$ cat src/rtl/spy_tdc_pkg.sv
// -----------------------------------------------------------------------------
// spy_tdc_pkg
// Shared types and elaboration-time helpers for the spy-chain TDC sensor.
//   tdcState_t : measurement FSM states
//   cntWidth   : width of one sample count (0..NUM_TAPS inclusive)
//   accWidth   : width of the sample accumulator (never overflows)
//   invMask    : per-tap polarity of the settled chain relative to its input
// -----------------------------------------------------------------------------
package spy_tdc_pkg;

    typedef enum logic [2:0] {
        IDLE,
        LAUNCH,
        CAPT,
        SYNC,
        ACC,
        SETTLE,
        DONE
    } tdcState_t;

    // Upper bound on tap count supported by the fixed-width mask function.
    localparam int MAX_TAPS = 1024;

    function automatic int cntWidth(input int numTaps);
        return $clog2(numTaps + 1);
    endfunction

    function automatic int accWidth(input int numTaps, input int avgLog2);
        return $clog2(numTaps + 1) + avgLog2;
    endfunction

    // Tap i sits after (i+1)*tapStride inverters, so it settles to the
    // launch value XOR the parity of that stage count.
    function automatic logic [MAX_TAPS-1:0] invMask(input int numTaps, input int tapStride);
        logic [MAX_TAPS-1:0] m;
        m = '0;
        for (int i = 0; i < MAX_TAPS; i++) begin
            if (i < numTaps) begin
                m[i] = (((i + 1) * tapStride) % 2) == 1;
            end
        end
        return m;
    endfunction

endpackage

$ cat src/rtl/spy_tap_chain.sv
// -----------------------------------------------------------------------------
// spy_stage / spy_tap_chain
// spy_stage     : one inverting delay element.
//   a   in  1  stage input
//   y   out 1  inverted output
// spy_tap_chain : CHAIN_LEN inverting stages driven by the launch flop,
//                 tapped after every TAP_STRIDE stages.
//   launch  in  1         chain input (launch flop output)
//   tap     out NUM_TAPS  tap[i] = output of stage (i+1)*TAP_STRIDE
// Each stage output is its own keep-marked net so synthesis cannot merge
// pairs of inverters and collapse the delay line.
// -----------------------------------------------------------------------------
module spy_stage (
    input  logic a,
    output logic y
);
    assign y = ~a;
endmodule

module spy_tap_chain #(
    parameter  int CHAIN_LEN  = 100,
    parameter  int TAP_STRIDE = 4,
    localparam int NUM_TAPS   = CHAIN_LEN / TAP_STRIDE
) (
    input  logic                launch,
    output logic [NUM_TAPS-1:0] tap
);

    for (genvar s = 0; s < CHAIN_LEN; s++) begin : gStage
        (* keep *) logic stageOut;
        if (s == 0) begin : gFirst
            spy_stage uStage (.a(launch), .y(stageOut));
        end else begin : gRest
            spy_stage uStage (.a(gStage[s-1].stageOut), .y(stageOut));
        end
    end

    for (genvar i = 0; i < NUM_TAPS; i++) begin : gTap
        (* keep *) logic tapNet;
        assign tapNet = gStage[(i + 1) * TAP_STRIDE - 1].stageOut;
        assign tap[i] = tapNet;
    end

endmodule

$ cat src/rtl/spy_tdc_sensor.sv
// -----------------------------------------------------------------------------
// spy_tdc_sensor
// Launches a transition into a tapped inverting spy chain, captures the taps
// one clock later (double-flopped), converts them to a stage-count figure and
// aggregates 2^AVG_LOG2 samples into avg/min/max/last plus a saturation flag.
//   clk          in   1      system clock
//   rst_n        in   1      synchronous active-low reset
//   start        in   1      begin a measurement (accepted only in IDLE)
//   abort        in   1      cancel a measurement in progress
//   busy         out  1      high from start acceptance until DONE
//   done         out  1      one-cycle pulse when results update
//   result_avg   out  CNT_W  accumulated counts >> AVG_LOG2 (truncating)
//   result_min   out  CNT_W  smallest sample
//   result_max   out  CNT_W  largest sample
//   result_last  out  CNT_W  final sample
//   saturated    out  1      some sample reached NUM_TAPS
// Handshake: start is a level sampled at a clock edge; it is only acted on in
// IDLE with abort low, and is neither queued nor acknowledged otherwise.
// -----------------------------------------------------------------------------
module spy_tdc_sensor
    import spy_tdc_pkg::*;
#(
    parameter  int CHAIN_LEN  = 100,
    parameter  int TAP_STRIDE = 4,
    parameter  int AVG_LOG2   = 2,
    parameter  int SETTLE_CYC = 8,
    localparam int NUM_TAPS   = CHAIN_LEN / TAP_STRIDE,
    localparam int CNT_W      = cntWidth(NUM_TAPS)
) (
    input  logic             clk,
    input  logic             rst_n,
    input  logic             start,
    input  logic             abort,
    output logic             busy,
    output logic             done,
    output logic [CNT_W-1:0] result_avg,
    output logic [CNT_W-1:0] result_min,
    output logic [CNT_W-1:0] result_max,
    output logic [CNT_W-1:0] result_last,
    output logic             saturated
);

    localparam int ACC_W  = accWidth(NUM_TAPS, AVG_LOG2);
    localparam int SCNT_W = AVG_LOG2 + 1;
    localparam int SET_W  = $clog2(SETTLE_CYC + 1);
    localparam int N_SAMP = 1 << AVG_LOG2;

    localparam logic [MAX_TAPS-1:0] INV_MASK  = invMask(NUM_TAPS, TAP_STRIDE);
    localparam logic [CNT_W-1:0]    FULL_CNT  = CNT_W'(NUM_TAPS);
    localparam logic [SCNT_W-1:0]   LAST_SAMP = SCNT_W'(N_SAMP - 1);
    localparam logic [SET_W-1:0]    LAST_SET  = SET_W'(SETTLE_CYC - 1);

    tdcState_t           state;
    logic                launchQ;
    logic [NUM_TAPS-1:0] tapVec;
    logic [NUM_TAPS-1:0] tapCap;
    logic [NUM_TAPS-1:0] tapSync;
    logic [NUM_TAPS-1:0] invVec;
    logic [NUM_TAPS-1:0] matchVec;
    logic [CNT_W-1:0]    runCnt;
    logic [ACC_W-1:0]    acc;
    logic [CNT_W-1:0]    minQ;
    logic [CNT_W-1:0]    maxQ;
    logic [CNT_W-1:0]    lastQ;
    logic                satAny;
    logic [SCNT_W-1:0]   sampleCnt;
    logic [SET_W-1:0]    settleCnt;

    spy_tap_chain #(
        .CHAIN_LEN  (CHAIN_LEN),
        .TAP_STRIDE (TAP_STRIDE)
    ) uChain (
        .launch (launchQ),
        .tap    (tapVec)
    );

    assign invVec = INV_MASK[NUM_TAPS-1:0];

    // A tap "matches" once the launched edge has reached it.
    assign matchVec = tapSync ~^ ({NUM_TAPS{launchQ}} ^ invVec);

    // Leading run of matches from tap 0; stray matches past the first miss
    // (bubbles from uneven stage delays) do not count.
    always_comb begin
        logic stillRun;
        runCnt   = '0;
        stillRun = 1'b1;
        for (int i = 0; i < NUM_TAPS; i++) begin
            if (stillRun && matchVec[i]) begin
                runCnt = runCnt + 1'b1;
            end else begin
                stillRun = 1'b0;
            end
        end
    end

    always_ff @(posedge clk) begin
        if (!rst_n) begin
            state       <= IDLE;
            launchQ     <= 1'b0;
            tapCap      <= '0;
            tapSync     <= '0;
            acc         <= '0;
            minQ        <= '0;
            maxQ        <= '0;
            lastQ       <= '0;
            satAny      <= 1'b0;
            sampleCnt   <= '0;
            settleCnt   <= '0;
            busy        <= 1'b0;
            done        <= 1'b0;
            result_avg  <= '0;
            result_min  <= '0;
            result_max  <= '0;
            result_last <= '0;
            saturated   <= 1'b0;
        end else begin
            done <= 1'b0;
            if (abort && state != IDLE) begin
                // launchQ is left alone so launch polarity keeps alternating.
                state <= IDLE;
                busy  <= 1'b0;
            end else begin
                case (state)
                    IDLE: begin
                        if (start && !abort) begin
                            state     <= LAUNCH;
                            busy      <= 1'b1;
                            acc       <= '0;
                            minQ      <= '1;
                            maxQ      <= '0;
                            satAny    <= 1'b0;
                            sampleCnt <= '0;
                        end
                    end
                    LAUNCH: begin
                        launchQ <= ~launchQ;
                        state   <= CAPT;
                    end
                    CAPT: begin
                        tapCap <= tapVec;
                        state  <= SYNC;
                    end
                    SYNC: begin
                        tapSync <= tapCap;
                        state   <= ACC;
                    end
                    ACC: begin
                        acc   <= acc + ACC_W'(runCnt);
                        lastQ <= runCnt;
                        if (runCnt < minQ) minQ <= runCnt;
                        if (runCnt > maxQ) maxQ <= runCnt;
                        if (runCnt == FULL_CNT) satAny <= 1'b1;
                        sampleCnt <= sampleCnt + 1'b1;
                        if (sampleCnt == LAST_SAMP) begin
                            state <= DONE;
                        end else begin
                            state     <= SETTLE;
                            settleCnt <= '0;
                        end
                    end
                    SETTLE: begin
                        if (settleCnt == LAST_SET) begin
                            state <= LAUNCH;
                        end else begin
                            settleCnt <= settleCnt + 1'b1;
                        end
                    end
                    DONE: begin
                        result_avg  <= acc[ACC_W-1:AVG_LOG2];
                        result_min  <= minQ;
                        result_max  <= maxQ;
                        result_last <= lastQ;
                        saturated   <= satAny;
                        done        <= 1'b1;
                        busy        <= 1'b0;
                        state       <= IDLE;
                    end
                    default: state <= IDLE;
                endcase
            end
        end
    end

endmodule

$ cat config.mk
export PLATFORM = sky130hd
export DESIGN_NAME = spy_tdc_sensor
export DESIGN_NICKNAME = d
export VERILOG_FILES = /design/src/rtl/spy_tdc_pkg.sv /design/src/rtl/spy_tap_chain.sv /design/src/rtl/spy_tdc_sensor.sv
export SDC_FILE = /design/constraint.sdc
export NUM_CORES = 1
export LEC_CHECK = 0
export ABC_AREA = 1
export CAP_MARGIN = 20
export CORE_ASPECT_RATIO = 1.5
export CORE_MARGIN = 2
export CORE_UTILIZATION = 49
export CTS_CLUSTER_DIAMETER = 120
export DETAILED_ROUTE_END_ITERATION = 6
export GPL_TIMING_DRIVEN = 0
export HOLD_SLACK_MARGIN = 0.1
export PLACE_DENSITY = 0.67
export RECOVER_POWER = 100
export SKIP_LAST_GASP = 1
export SLEW_MARGIN = 20
export SYNTH_ARGS = -nofsm -noshare
export SYNTH_HDL_FRONTEND = slang
export SYNTH_SLANG_ARGS = --single-unit
$ cat constraint.sdc
create_clock -name clk -period 4.5 [get_ports clk]
set_input_delay 0.45 -clock clk [delete_from_list [all_inputs] [get_ports clk]]
set_output_delay 0.45 -clock clk [all_outputs]
set_load 0.02 [all_outputs]
==> flow_metrics.tcl <==
set metrics [dict create \
    status "complete, no violations" \
    ctsResizeCount 0 \
    clkPwrFrac_pct 32.7 \
    hp-class "flop to flop" \
    cts_hold_buf 0 \
    whs_path_depth 2 \
    path_max_fanout 8 \
    fin_skew_ns 0.00784 \
    clock.fmax_mhz 462 \
    dp_hpwl_um 3190 \
    worstPathRequired_ns 4.72 \
    relSlewSlack_pct 49.4 \
    numPortBuffers 21 \
    rsz0062_at_grt "no" \
    ios 27 \
    peakVddDrop_mv 0.284 \
    cts_buffer_depth 2 \
    areaGrowthSynthToFinish_pct 17.7 \
    fillCellCount 367 \
    regArea_um2 741 \
    cts_tree "built" \
    p_comb_share_pct 17.4 \
    cp.arrival_ns 2.38 \
    netlist_area_um2 1910 \
    avgRoutedWirePerCell_um 12.4 \
    antenna_found_initial 0 \
    syn_area_per_cell_um2 7.24 \
    dp_slack_ns 2.45 \
    r2r_start "launchQ" \
    drt-initial-drc-count 38 \
    cap_violations 0 \
    clock_latency_ns 0.29 \
    netSwitchingFraction_pct 29.5 \
    nets 308 \
    std_cell_rows 27 \
    wirelength_um 4180 \
    viasPerCell 5.06 \
    clock_sinks 37 \
    cts_setup_buffers 0 \
    grt_max_degree 11 \
    first_global_vias 1514 \
    grt-ovfl-total 0 \
    place_congestion 0.859 \
    ctsHtreeMaxLevel 2 \
    timing.rr.end "acc[6]" \
    setup_viol 0 \
    grt_usage_pct 20.5 \
    hold_viol_final 0 \
    syn_inst 264 \
    drc 0 \
    hold_end "busy" \
    antennaDiodeCount 0 \
    cp-start-kind "primary input" \
    path_class "primary input to flop" \
    ff2ff_path_depth 12 \
    grt_first_pass_wirelength_um 6510 \
    p_sw_uw 211 \
    start_util_pct 51.4 \
    finalCritPeriodShare_pct 48.1 \
    ant_nets 0 \
    critical_path.endpoint_type "flop" \
    ys_warn_count 0 \
    post-route-min-period_ns 2.16 \
    tns_ns 0 \
    hold_start "busy" \
    die_width_um 55 \
    first_pass_iters 4 \
    final_max_slew_viol_count 0 \
    cts_root_buf "clkbuf_8" \
    tightest_slew_ns 0.756 \
    rrSetupSlack_ns 2.66 \
    power_leakage_uw 0.00106 \
    power.internal_uw 504 \
    numCtsBuffers 5 \
    core_area_um2 3720 \
    drive_gt1_share_pct 10.2 \
    worst_slack_ns 2.34 \
    multi_input_area_um2 906 \
    pwr-share-seq_pct 49.9 \
    num_vias 1710 \
    clkSlewWorstSetupHoldPaths_ns 0.07 \
    p_per_area_nw_per_um2 318 \
    die_area_um2 4430 \
    die_y_um 80.5 \
]
==> worst max-delay path by stage <==
stage	startpoint	to	slack (ns)	cells after the start
6_report	abort	minQ[4]	2.34	7
3_5_place_dp	abort	minQ[4]	2.45	7
5_1_grt	abort	minQ[4]	2.21	7
4_1_cts	result_min[0]	result_min[3]	2.65	2
3_3_place_gp	abort	minQ[4]	2.43	7
2_1_floorplan	launchQ	acc[6]	3.02	10
==> final cells by class <==
cell class | instances | area share, %
Sequential cell | 37 | 32.9
Buffer | 15 | 4.73
Multi-Input combinational cell | 176 | 40.3
Inverter | 39 | 6.51
Clock buffer | 7 | 3.84
Timing Repair Buffer | 21 | 9.34
Tap cell | 43 | 2.39
==> state kept, by name (all words and copies together) (netlist names) <==
register     count
state            3
maxQ             1
satAny           1
saturated        1
launchQ          1
tapSync          1
busy             1
settleCnt        4
tapCap           1
result_min       2
acc              7
result_last      1
sampleCnt        3
minQ             2
lastQ            1
result_avg       5
result_max       1
done             1
==> per-layer routing <==
layer,vias to the layer above,global-route usage (%),part of all wire [%]
met5,-,0,0
met1,779,21.4,43
li1,899,-,-
met4,0,10.2,2.9
met3,9,5.20,2.5
met2,23,36.0,51
==> through the flow <==
| step | utilization, % | power (µW) | hold slack (ns) | instance area (µm²) | cells |
|---|---|---|---|---|---|
| 6_report | 60.5 | 715 | 0.466 | 2250 | 338 |
| 5_1_grt | 60.5 | 753 | 0.480 | 2250 | 338 |
| 4_1_cts | 61.2 | 726 | 0.468 | 2270 | 338 |
| 3_5_place_dp | 58.9 | 494 | 0.456 | 2190 | 331 |
| 3_3_place_gp | 58.9 | 492 | 0.454 | 2190 | 331 |
| 2_1_floorplan | - | 461 | 0.430 | 1920 | 267 |
==> power by group through the flow <==
stage | sequential, µW | clock, µW | combinational (µW)
after floorplan | 363 | 0 | 97.2
after global placement | 364 | 0 | 128
after detailed placement | 364 | 0 | 129
after CTS | 357 | 239 | 130
after global routing | 358 | 251 | 144
final | 357 | 234 | 124
==> worst max-delay path: stages <==
cell	delay [ns]
dlygate4sd3_1	0.66
inv_1	0.16
o211ai_1	0.39
inv_1	0.32
nand2_1	0.19
o21ai_0	0.08
a21oi_1	0.13
==> layout by cell type, fill, tap and decap left out, types with 2 or more instances in the layout <==
cell / n
clkbuf_1: 4
nand3_1: 18
nand2_1: 55
nor2_1: 22
o21ai_0: 18
inv_2: 5
inv_1: 33
a31oi_1: 2
nand4_1: 5
buf_4: 11
a21oi_1: 30
dfxtp_1: 37
clkbuf_8: 6
conb_1: 4
nand2_2: 2
ha_1: 9
dlygate4sd3_1: 20
Note: power is estimated with default switching activity, not from simulation.
